===== src/rtl/npower_memstage.sv =====
// nPower v1 memory-access stage: byte/word loads and stores (plus update forms)
// on a big-endian Wishbone-style data bus; non-memory results pass straight through.
module npower_memstage #(
  parameter int AWID = 32
) (
  input  logic            clk_i,
  input  logic            rst_i,
  input  logic            x_valid,
  output logic            x_ready,
  input  logic            x_ld,
  input  logic            x_st,
  input  logic            x_byte,
  input  logic            x_upd,
  input  logic [AWID-1:0] x_ea,
  input  logic [31:0]     x_sdat,
  input  logic [4:0]      x_Rt,
  input  logic [4:0]      x_Ra,
  input  logic            x_wrirf,
  output logic            m_valid,
  input  logic            m_ready,
  output logic [4:0]      m_Rt,
  output logic [31:0]     m_res,
  output logic            m_wrirf,
  output logic [4:0]      m_Ra,
  output logic            m_upd,
  output logic [AWID-1:0] m_ea,
  output logic [7:0]      m_cause,
  output logic            cyc_o,
  output logic            stb_o,
  output logic            we_o,
  output logic [3:0]      sel_o,
  output logic [AWID-1:0] adr_o,
  output logic [31:0]     dat_o,
  input  logic            ack_i,
  input  logic            err_i,
  input  logic [31:0]     dat_i
);

  typedef enum logic [1:0] {MIDLE, MACK, MOUT, MWACKL} state_t;

  localparam logic [7:0] CAUSE_NONE  = 8'h00;
  localparam logic [7:0] CAUSE_ALIGN = 8'h11;
  localparam logic [7:0] CAUSE_BUS   = 8'h12;

  state_t      state;
  logic        r_ld;
  logic        r_upd;
  logic        r_byte;
  logic        accept;
  logic        is_mem;
  logic        misaligned;
  logic [31:0] ld_data;

  assign x_ready    = (state == MIDLE) && (!m_valid || m_ready);
  assign accept     = x_valid && x_ready;
  assign is_mem     = x_ld || x_st;
  assign misaligned = !x_byte && (x_ea[1:0] != 2'b00);

  // Big-endian lanes: byte offset 0 lives on bits 31:24.
  always_comb begin
    // NOTE: assign a default before any branch so no path leaves ld_data unassigned and infers a latch.
    ld_data = dat_i;
    if (r_byte) begin
      unique case (adr_o[1:0])
        2'd0: ld_data = {24'h0, dat_i[31:24]};
        2'd1: ld_data = {24'h0, dat_i[23:16]};
        2'd2: ld_data = {24'h0, dat_i[15:8]};
        2'd3: ld_data = {24'h0, dat_i[7:0]};
      endcase
    end
  end

  // NOTE: all state updates use non-blocking assignments so every register samples pre-edge values.
  always_ff @(posedge clk_i) begin
    if (rst_i) begin
      state   <= MIDLE;
      cyc_o   <= 1'b0;
      stb_o   <= 1'b0;
      we_o    <= 1'b0;
      sel_o   <= 4'h0;
      adr_o   <= '0;
      dat_o   <= 32'h0;
      m_valid <= 1'b0;
      m_wrirf <= 1'b0;
      m_upd   <= 1'b0;
      m_cause <= CAUSE_NONE;
      m_res   <= 32'h0;
      m_Rt    <= 5'd0;
      m_Ra    <= 5'd0;
      m_ea    <= '0;
      r_ld    <= 1'b0;
      r_upd   <= 1'b0;
      r_byte  <= 1'b0;
    end else begin
      unique case (state)
        MIDLE: begin
          if (m_valid && m_ready)
            m_valid <= 1'b0;
          if (accept) begin
            m_Rt <= x_Rt;
            m_Ra <= x_Ra;
            m_ea <= x_ea;
            if (!is_mem) begin
              m_valid <= 1'b1;
              m_res   <= x_ea[31:0];
              m_wrirf <= x_wrirf;
              m_upd   <= 1'b0;
              m_cause <= CAUSE_NONE;
            end else if (misaligned) begin
              m_valid <= 1'b1;
              m_res   <= 32'h0;
              m_wrirf <= 1'b0;
              m_upd   <= 1'b0;
              m_cause <= CAUSE_ALIGN;
            end else begin
              cyc_o  <= 1'b1;
              stb_o  <= 1'b1;
              we_o   <= x_st;
              sel_o  <= x_byte ? (4'b1000 >> x_ea[1:0]) : 4'hF;
              adr_o  <= x_ea;
              dat_o  <= x_byte ? {4{x_sdat[7:0]}} : x_sdat;
              r_ld   <= x_ld;
              r_upd  <= x_upd;
              r_byte <= x_byte;
              state  <= MACK;
            end
          end
        end

        MACK: begin
          if (err_i || ack_i) begin
            cyc_o   <= 1'b0;
            stb_o   <= 1'b0;
            we_o    <= 1'b0;
            sel_o   <= 4'h0;
            m_valid <= 1'b1;
            m_ea    <= adr_o;
            state   <= MOUT;
            if (err_i) begin
              m_res   <= 32'h0;
              m_wrirf <= 1'b0;
              m_upd   <= 1'b0;
              m_cause <= CAUSE_BUS;
            end else begin
              m_res   <= r_ld ? ld_data : 32'h0;
              m_wrirf <= r_ld;
              m_upd   <= r_upd;
              m_cause <= CAUSE_NONE;
            end
          end
        end

        MOUT: begin
          if (m_ready) begin
            m_valid <= 1'b0;
            state   <= ack_i ? MWACKL : MIDLE;
          end
        end

        // Slave still holding ack from the finished cycle; keep the bus quiet.
        MWACKL: begin
          if (!ack_i)
            state <= MIDLE;
        end

        default: state <= MIDLE;
      endcase
    end
  end

endmodule

===== config.mk =====
export PLATFORM = sky130hd
export DESIGN_NAME = npower_memstage
export DESIGN_NICKNAME = d
export VERILOG_FILES = /design/src/rtl/npower_memstage.sv
export SDC_FILE = /design/constraint.sdc
export NUM_CORES = 1
export LEC_CHECK = 0
export ABC_AREA = 1
export CORE_ASPECT_RATIO = 1.75
export CORE_MARGIN = 4
export CORE_UTILIZATION = 40
export CTS_CLUSTER_SIZE = 8
export DETAILED_ROUTE_END_ITERATION = 8
export PLACE_DENSITY = 0.82
export SKIP_LAST_GASP = 1
export SYNTH_ARGS = -nofsm -noshare
export SYNTH_HDL_FRONTEND = slang
export SYNTH_SLANG_ARGS = --single-unit

===== constraint.sdc =====
create_clock -name clk_i -period 1.65 [get_ports clk_i]
set_input_delay 0.4125 -clock clk_i [delete_from_list [all_inputs] [get_ports clk_i]]
set_output_delay 0.4125 -clock clk_i [all_outputs]
set_load 0.01 [all_outputs]

==> impl_results.md <==
- Root Driver: clkbuf_16
- DRC Markers: 0
- Final period util: 1.02
- Final HPWL from detailed placement: 20300 um
- Hold path start: m_Ra[0]
- Starting DRT DRC Count: 696
- Crit-path cells: inv_4 -> ha_4 -> buf_4 -> nand3_4 -> nor2_4 -> buf_12 -> inv_4 -> clkbuf_16 -> nor2_2 -> nor2_1
- Area of the die: 20600 um2
- Via Count: 8752
- Reg2Reg Depth: 10
- Worst path top cell family by delay: buffers and inverters
- Syn Area/Cell: 6.41 um2
- CTS Buf Count: 17
- Number of global-route vias before repair: 8372
- Drt wl/cell: 17.4 um
- PortBufs: 268
- #FFs+latches synth: 155
- Cell mode on critical path: inv_4
- Most frequent cells in the layout: nand2_1 (256), nor2_1 (255), dfxtp_1 (152)
- Critical Path RT: 1970 ps
- Skew-Pair Late Insertion Delay: 430 ps
- Clk pin slew, worst setup/hold paths: 60 ps
- H-tree depth: 4
- Synth area leaders: dfxtp_1 (42%), nor2_1 (16%), nand2_1 (14%)
- CP endpoint kind: flop
- Hold Path Class: reg2reg
- Synth cell types: 26
- Count of final setup violators: 3
- Hold_ws: 462 ps
- Slowest cell on crit path: dfxtp_2
- Status: complete, but fails checks
- Initial core utilization: 0.406
- Antenna violations before repair: 0
- Failing checks: negative setup slack
- # diodes: 0
- Slack of the worst reg-to-reg path: -30 ps
- CTS tree: built
- PwrDens: 1410 nW/um2
- Post-route clock skew: 9.76 ps
- RR Endpoint: dat_o[24]
- Final GP Congestion: 0.891
- Peak VDD IR: 0.748 mV
- Fin. Hold Viols: 0
- Hold Path End: m_Ra[0]
- # placed instances: 1637
- Die H: 187 um
- Layout cells sized above 1: 0.152
- CTS Sinks: 155
- Synth Flop Type: dfxtp_1
- Non-filler instance count after layout: 1683
- Slowest stage delay, CP: 340 ps
- Seq/Total Area, Yosys: 0.424
- Worst setup margin: -31.9 ps
- Ys Warns: 0
- LEAKAGE: 5.83 nW
- Ys async rst share: 0
- Post-synth top area share: 0.424
- Post-synthesis instance total: 1142
- GRT Total Usage: 0.265
- Post-synth EDFFs: 0
- Largest net degree at the start of global routing: 60
- Final WL: 29300 um
- Post-DRT Antenna Nets: 0
- Core Rows: 65
- Core footprint: 18100 um2
- GR Overflow Total: 0
- Layout area overhead: 60.6%
- Hold-fix buffers, CTS: 0
- Worst Setup Path Type: reg2reg
- Die width: 110 um
- First-pass GRT wire length: 42500 um
- Top Ports: 274
- Via density: 5.20
- NumNets Final: 1557
- Post-synth top area cell: dfxtp_1
- Unrepaired setup endpoints after global routing: yes
- Count of pins over their slew limit: 0
- Total of max-cap violations: 0
- WHS Path Cells: 2
- Syn Std Cell Area: 7320 um2
- Max Clk Rate: 595 MHz
- Commonest non-fill, non-tap cell in the layout: nand2_1
- Minimum clock period: 1680 ps
- Pre-CTS setup slack: -502 ps
- CP Max Fanout: 23
- R2R Path Start: state[1]
- Clock buffer depth: 2
- Drt pass-1 iters: 5
- CP startpoint kind: flop
- CP arrival: 2000 ps
- Util after Layout: 0.651
- Buf+Inv Stages, Crit Path: 5
[tightest hold or removal path, cell delays in order (launching register included)]
cell and delay, ps:
dfxtp_1 310, nand2_1 60, a21oi_1 50
[synthesized netlist by cell type (3+ instances only)]
| cell type | n |
|---|---|
| nand3_1 | 66 |
| inv_2 | 7 |
| buf_4 | 14 |
| nand2_1 | 271 |
| inv_1 | 48 |
| clkinv_1 | 3 |
| buf_1 | 3 |
| ha_1 | 4 |
| clkbuf_2 | 3 |
| a21oi_1 | 75 |
| nand4_1 | 6 |
| clkbuf_1 | 31 |
| nor2_1 | 304 |
| nand2_2 | 3 |
| o21ai_1 | 10 |
| o21ai_0 | 104 |
| buf_2 | 26 |
| dfxtp_1 | 155 |
[area by class of cell]
type / instances / area, um2
Clock buffer: 19 / 443
Clock inverter: 13 / 191
Fill cell: 1528 / 6300
Inverter: 58 / 245
Multi-Input combinational cell: 855 / 4010
Sequential cell: 155 / 3110
Tap cell: 234 / 293
Timing Repair Buffer: 349 / 3470
[flip-flops by register name, indices dropped and copies added, names as in the netlist]
register,count
adr_o,32
dat_o,32
m_Ra,5
m_Rt,5
m_cause,3
m_ea,32
m_res,32
m_upd,1
m_valid,1
m_wrirf,1
r_byte,1
r_ld,1
r_upd,1
sel_o,4
state,2
stb_o,1
we_o,1
[report_power, final]
group / switching [mW] / leakage (nW) / internal [mW]
Sequential: 0.522 / 1.28 / 4.58
Combinational: 4.00 / 4.25 / 3.21
Clock: 1.68 / 0.300 / 2.59
[worst max path at each step]
stage,start,to,slack (ps),cells past startpoint
after global routing,state[1],dat_o[24],-90,10
after detailed placement,m_ready,x_ready,-500,6
after global placement,m_ready,x_ready,-510,6
final,state[1],dat_o[24],-30,10
after floorplan,state[0],m_res[7],10,10
after CTS,state[0],x_ready,-120,5
[cells by family (layout without fill, tap and decap cells)]
| logic type | count (synthesis) | in the layout | share of synthesized area |
|---|---|---|---|
| other cells | 1 | 5 | 0.000512 |
| simple gates | 655 | 655 | 0.354 |
| fa+ha+maj | 4 | 4 | 0.00684 |
| buf+inv | 136 | 439 | 0.0829 |
| compound gates | 191 | 191 | 0.132 |
| flops | 155 | 155 | 0.424 |
[per-stage QoR]
stage / area, um2 / setup TNS, ps / total power [mW]
floorplan: 7340 / 0 / 8.27
CTS: 11200 / -173 / 15.6
global placement: 10600 / -45930 / 11.5
finish: 11800 / -35.8 / 16.6
detailed placement: 10600 / -47990 / 11.7
global route: 11800 / -4450 / 17.5
[routing by layer]
metal,track usage,share of wire
met5,0,0
met4,0.164,0.061
met3,0.0594,0.076
met2,0.476,0.53
met1,0.267,0.34
[repair_timing]
| item | in CTS | in global routing |
|---|---|---|
| setup endpoints to repair | 284 | 138 |
| setup buffers | 3 | 2 |
| resized for setup | 180 | 132 |
| pin swaps | 4 | 13 |
| gates cloned | 2 | 8 |
Note: power is estimated with default switching activity, not from simulation.
